<file path="config.mk">
export PLATFORM = sky130hd
export DESIGN_NAME = pipeline_ctrl
export DESIGN_NICKNAME = d
export VERILOG_FILES = /design/src/rtl/pipeline_ctrl.sv
export SDC_FILE = /design/constraint.sdc
export NUM_CORES = 1
export LEC_CHECK = 0
export CORE_MARGIN = 1
export CORE_UTILIZATION = 40
export DETAILED_ROUTE_END_ITERATION = 6
export PLACE_DENSITY = 0.77
export SLEW_MARGIN = 20
export SYNTH_ARGS = -nofsm -noshare
export SYNTH_HDL_FRONTEND = slang
export SYNTH_SLANG_ARGS = --single-unit
</file>
<file path="constraint.sdc">
create_clock -name i_clock -period 2.6 [get_ports i_clock]
set_input_delay 0.26 -clock i_clock [delete_from_list [all_inputs] [get_ports i_clock]]
set_output_delay 0.26 -clock i_clock [all_outputs]
set_load 0.02 [all_outputs]
</file>
<file path="src/rtl/pipeline_ctrl.sv">
`default_nettype none
// ============================================================================
// pipeline_ctrl : run-state sequencer driving MIPS pipeline enables, flush,
// bubble select, and debug cycle/stall counters.
// Optional stall counter enabled by macro PIPELINE_CTRL_STALL_CNT_EN.
// Revision: 1.0
// ============================================================================
module pipeline_ctrl #(
    parameter int STALL_CNT_W = 16
) (
    input  logic                   i_clock,
    input  logic                   i_reset,
    input  logic                   i_hazard_pc_write,
    input  logic                   i_hazard_if_id_write,
    input  logic                   i_hazard_mux_zero,
    input  logic                   i_branch_taken,
    input  logic                   i_halt_wb,
    input  logic                   i_dbg_start,
    input  logic                   i_dbg_mode,
    input  logic                   i_dbg_step,
    output logic                   o_pc_en,
    output logic                   o_if_id_en,
    output logic                   o_if_id_flush,
    output logic                   o_id_ex_en,
    output logic                   o_ex_mem_en,
    output logic                   o_mem_wb_en,
    output logic                   o_id_ex_bubble,
    output logic                   o_halted,
    output logic                   o_step_done,
    output logic [STALL_CNT_W-1:0] o_cycle_count,
    output logic [STALL_CNT_W-1:0] o_stall_count
);

    typedef enum logic [2:0] {
        S_IDLE      = 3'd0,
        S_RUN       = 3'd1,
        S_STEP_WAIT = 3'd2,
        S_STEP_EXEC = 3'd3,
        S_HALTED    = 3'd4
    } state_t;

    localparam logic [STALL_CNT_W-1:0] CNT_MAX = {STALL_CNT_W{1'b1}};

    state_t state;
    state_t next_state;
    logic   active;

    assign active = (state == S_RUN) || (state == S_STEP_EXEC);

    always_ff @(posedge i_clock or posedge i_reset) begin
        if (i_reset) begin
            state       <= S_IDLE;
            o_halted    <= 1'b0;
            o_step_done <= 1'b0;
        end else begin
            state       <= next_state;
            o_halted    <= (next_state == S_HALTED);
            o_step_done <= (state == S_STEP_EXEC);
        end
    end

    always_comb begin
        next_state = state;
        case (state)
            S_IDLE: begin
                if (i_dbg_start) begin
                    next_state = i_dbg_mode ? S_STEP_WAIT : S_RUN;
                end
            end
            S_RUN: begin
                if (i_halt_wb) begin
                    next_state = S_HALTED;
                end
            end
            S_STEP_WAIT: begin
                if (i_dbg_step) begin
                    next_state = S_STEP_EXEC;
                end
            end
            S_STEP_EXEC: begin
                next_state = i_halt_wb ? S_HALTED : S_STEP_WAIT;
            end
            S_HALTED: begin
                next_state = S_HALTED;
            end
            default: begin
                next_state = S_IDLE;
            end
        endcase
    end

    // A held IF/ID suppresses the flush; the branch re-resolves next cycle.
    always_comb begin
        o_pc_en        = 1'b0;
        o_if_id_en     = 1'b0;
        o_if_id_flush  = 1'b0;
        o_id_ex_en     = 1'b0;
        o_ex_mem_en    = 1'b0;
        o_mem_wb_en    = 1'b0;
        o_id_ex_bubble = 1'b0;
        if (active) begin
            o_pc_en        = ~i_hazard_pc_write;
            o_if_id_en     = ~i_hazard_if_id_write;
            o_if_id_flush  = i_branch_taken & ~i_hazard_if_id_write;
            o_id_ex_en     = 1'b1;
            o_ex_mem_en    = 1'b1;
            o_mem_wb_en    = 1'b1;
            o_id_ex_bubble = i_hazard_mux_zero;
        end
    end

    always_ff @(posedge i_clock or posedge i_reset) begin
        if (i_reset) begin
            o_cycle_count <= '0;
        end else if (active && (o_cycle_count != CNT_MAX)) begin
            o_cycle_count <= o_cycle_count + 1'b1;
        end
    end

`ifdef PIPELINE_CTRL_STALL_CNT_EN
    always_ff @(posedge i_clock or posedge i_reset) begin
        if (i_reset) begin
            o_stall_count <= '0;
        end else if (active && i_hazard_pc_write && (o_stall_count != CNT_MAX)) begin
            o_stall_count <= o_stall_count + 1'b1;
        end
    end
`else
    assign o_stall_count = '0;
`endif

endmodule
`default_nettype wire

</file>
# Word-level counts from Yosys, hierarchy flattened
# Cells that the tools add are included.
# word_totals
inputBits	10
elab_cells	28
register_bits	21
output_inout_bits	41
# classes
muxes	11
bitwise	3
n_addsub	1
n_eq_ne	6
n_reduce_logical	3
# op_table
cell	count
adder 16 x 1 -> 16 bit, second input constant	1
inequality test 16 bit, second input constant	1
one-hot mux 3 bit (5 select lines)	1
two-way mux 3 bit	4
equality test 3 x 2 -> 1 bit, second input constant	2
equality test 3 bit, second input constant	2
two-way mux 1 bit	5
equality test 3 x 1 -> 1 bit, second input constant	1
logical NOT 3 bit	1
two-way mux 2 bit	1
NOT 1 bit	2
AND 1 bit	1
logical AND 1 bit	1
logical OR 1 bit	1

# Depth between registers and ports, before layout
# depth
ltp_word	4
depth_mapped	6
depth_no_buf	5

# Least setup slack after synthesis
# OpenSTA, ideal clock, no wires.
# synth_path
path_kind	flip-flop to flip-flop
from	register o_cycle_count[0]
to	register o_cycle_count[2]
slack_ps	635
path_stages_with_launch	6
path_buffers	0
t_required_ps	2463
setup_ps	137
t_arrival_ps	1828
synth_period_minus_slack_ps	1965
path_cell_list	dfrtp_1 > ha_1 > nand4_4 > or4_4 > and3_1 > xor2_1
# synth_between
elab_chain_len	2
word_cells_on_any_way	3
classes_between	add/sub (1); eq/ne (1); reduce/logical (1)
# synth_lines
element	line	source
start: declaration	30	output logic [STALL_CNT_W-1:0] o_cycle_count,
start signal: assignment	116	o_cycle_count <= o_cycle_count + 1'b1;
branches (longest 2 deep; another with adder 16 x 1 -> 16 bit)	n/a	
# Parallel ways; which one is timed is not known.
# A chain may end at the register's enable or synchronous reset.

# Worst setup path in the final report
# layout_path
from	register state[2]
to	output port o_id_ex_bubble
# layout_between
elab_chain_len	3
word_cells_on_any_way	4
classes_between	eq/ne (2); mux (1); reduce/logical (1)
# layout_lines
element	line	source
start: declaration	44	state_t state;
start signal: assignment	56	state <= next_state;
equality test 3 x 1 -> 1 bit or equality test 3 x 2 -> 1 bit (tied branches)	48	assign active = (state == S_RUN) || (state == S_STEP_EXEC);
logical OR 1 bit (*)	48	
two-way mux 1 bit (*)	101	if (active) begin
end: declaration	27	output logic o_id_ex_bubble,
# Mark *: on every way between the ends. The rest lies on a longest branch, timed or not.

==> flow_metrics.tcl <==
set metrics [dict create \
    cts_root_buf "clkbuf_4" \
    initial_core_util 0.425 \
    grt_max_degree 22 \
    p_leak_nw 0.672 \
    r2r-start "o_cycle_count[0]" \
    totalWireLength_um 2360 \
    drc 0 \
    vias_per_cell 4.97 \
    endpoint_kind "primary output" \
    hold_class "in -> async" \
    peakVddDrop_uv 494 \
    fin_crit_sh 0.896 \
    drv_slew 0 \
    critPathKind "reg -> out" \
    r2r_slack_ns 0.66 \
    required_ns 2.34 \
    finalHoldViolCount 0 \
    nNetsFinal 164 \
    cts.path.max_buffers 2 \
    yosysWarnings 0 \
    die_h_um 56.4 \
    finalSetupViolations 0 \
    max_freq_mhz 429 \
    grt_pass1_wl_um 4020 \
    grt_pass1_vias 900 \
    clkSinkCount 21 \
    gr-total-overflow 0 \
    critPathMaxStageDelay_ns 0.59 \
    power_frac_comb 0.423 \
    layout_min_cycle_time_ns 2.33 \
    place_ws_ns 0.619 \
    n_antenna_cell 0 \
    firstDrtPassIters 4 \
    drt-initial-drc-count 25 \
    syn_area_per_cell_um2 10.1 \
    worst_slack_ns 0.271 \
    grt_setup_unrepaired "false" \
    syn-instance-count 117 \
    slew-limit-headroom 0.474 \
    ys_types 34 \
    ios 51 \
    synth_seq_cells 21 \
    synth_area_leaders "dfrtp_1, buf_4, xor2_1" \
    cp_max_fo 10 \
    grtUsageTotal 0.161 \
    total_power_w 0.00110 \
    die_x_um 56.4 \
    final_util 0.544 \
    hpwl_um 1840 \
    crit_start "state[2]" \
    skew_ns 0.00387 \
    num_vias 909 \
    sequentialPowerShare 0.438 \
    p_int_w 0.000655 \
    gp_congestion 0.755 \
    fp.coreArea_um2 2780 \
    layout_commonest_cell "clkdlybuf4s50_1" \
    synth_top_area_cell "dfrtp_1" \
    outcome "finished clean" \
    worstPathArrival_ns 2.07 \
    switching_share 0.402 \
    design.die.area_um2 3180 \
    critPathSlowestCell "clkdlybuf4s50_1" \
    io_buffer_count 34 \
    h-tree-depth 1 \
    p_sw_w 0.000441 \
    synth_top_area_share 0.444 \
    cts_hold_buf 0 \
    cts_tree "yes" \
    antenna_left 0 \
    max_cap_violations 0 \
    antenna_found_initial 0 \
    worstMarginPinSlew_ns 0.788 \
    drive_gt1_frac 0.0724 \
    area_growth_pct 27.9 \
    syn_area_um2 1180 \
    cts_resized 0 \
    fin_setup_tns_ns 0 \
    whs_ns 0.395 \
    clk_pin_slew_ns 0.11 \
    ys_seq_area_frac 0.444 \
    start_kind "register" \
    placementRows 19 \
    power_density_nw_per_um2 724 \
    pwr-share-clk 0.139 \
    cp_cell_sequence "nand2b_1, inv_2, and2_1, clkdlybuf4s50_1" \
    insertion_delay_ns 0.30 \
    cts_buffers 3 \
    final_cell_mix "clkdlybuf4s50_1, dfrtp_1, conb_1, nand3_1, nor2_1" \
    cts_setup_buffers 0 \
    wl_per_cell_um 12.9 \
]
[cells in the mapped netlist]
| cell | count |
|---|---|
| dfrtp_1 | 21 |
| buf_4 | 18 |
| nand3_1 | 8 |
| nor2_1 | 8 |
| nand2_1 | 7 |
| xor2_1 | 6 |
| nand4_1 | 5 |
| xnor2_1 | 5 |
| nor3_1 | 4 |
| a21oi_1 | 3 |
| and2_1 | 3 |
| and3_1 | 3 |
| mux2_1 | 2 |
| nor4_1 | 2 |
| o21a_1 | 2 |
| o21ai_0 | 2 |
| a41oi_1 | 1 |
| buf_2 | 1 |
| conb_1 | 1 |
| ha_1 | 1 |
| inv_1 | 1 |
| inv_2 | 1 |
| nand2b_1 | 1 |
| nand3b_1 | 1 |
| nand4_2 | 1 |
| nand4_4 | 1 |
| nor2b_1 | 1 |
| nor3b_1 | 1 |
| nor4_2 | 1 |
| nor4_4 | 1 |
| o211ai_1 | 1 |
| o21bai_1 | 1 |
| or2_1 | 1 |
| or4_4 | 1 |
[sequential cells by signal, indices dropped and copies added, names as in the netlist]
register and count:
o_cycle_count 16, state 3, o_halted 1, o_step_done 1
[worst paths after layout]
check,end,cells after the start
worst max-delay path,o_id_ex_bubble,4
worst min-delay path,o_step_done,2
worst max register to register,o_cycle_count[2],5
worst min register to register,state[1],1
max in group asynchronous,o_cycle_count[4],2
min in group i_clock,state[1],1
[logic make-up (layout without fill, tap and decap cells)]
kind of cell | after synthesis | after routing | share of synthesized area
compound gates | 10 | 10 | 0.0540
mux | 2 | 2 | 0.0190
flops | 21 | 21 | 0.444
simple gates | 50 | 50 | 0.262
xor+xnor | 11 | 11 | 0.0815
fa+ha+maj | 1 | 1 | 0.0106
buf+inv | 21 | 41 | 0.125
other cells | 1 | 16 | 0.00317
[critical path, delay by kind of cell (launching register included)]
kind,cells,cell delay [ns]
flops,1,0.44
buf+inv,2,0.82
simple gates,2,0.50
[layout make-up]
| type | count | area (um2) |
|---|---|---|
| fill | 265 | 1270 |
| multi-input combinational | 90 | 566 |
| sequential | 21 | 526 |
| timing repair buffer | 35 | 348 |
| tap | 31 | 38.8 |
| clock buffer | 3 | 22.5 |
| inverter | 2 | 7.51 |
| clock inverter | 1 | 5.00 |
[metrics by stage]
stage	cells	cell area, um2
2_1_floorplan	132	1240
6_report	183	1510
3_3_place_gp	179	1490
3_5_place_dp	179	1490
4_1_cts	183	1510
5_1_grt	183	1510
[routing by layer]
metal,up-vias,GRT usage,wire length (um)
met2,26,0.262,1220
met3,2,0.0530,103
met4,0,0.0453,19
met5,-,0,0
li1,443,-,-
met1,438,0.205,1010
[power groups by stage]
stage,registers (W),logic (W),clock network [W]
after global placement,0.000481,0.000457,0
after CTS,0.000480,0.000468,0.000160
after floorplan,0.000528,0.000254,0
after global routing,0.000492,0.000494,0.000173
after detailed placement,0.000486,0.000468,0
final,0.000480,0.000463,0.000152
(Power assumes the default switching activity.)
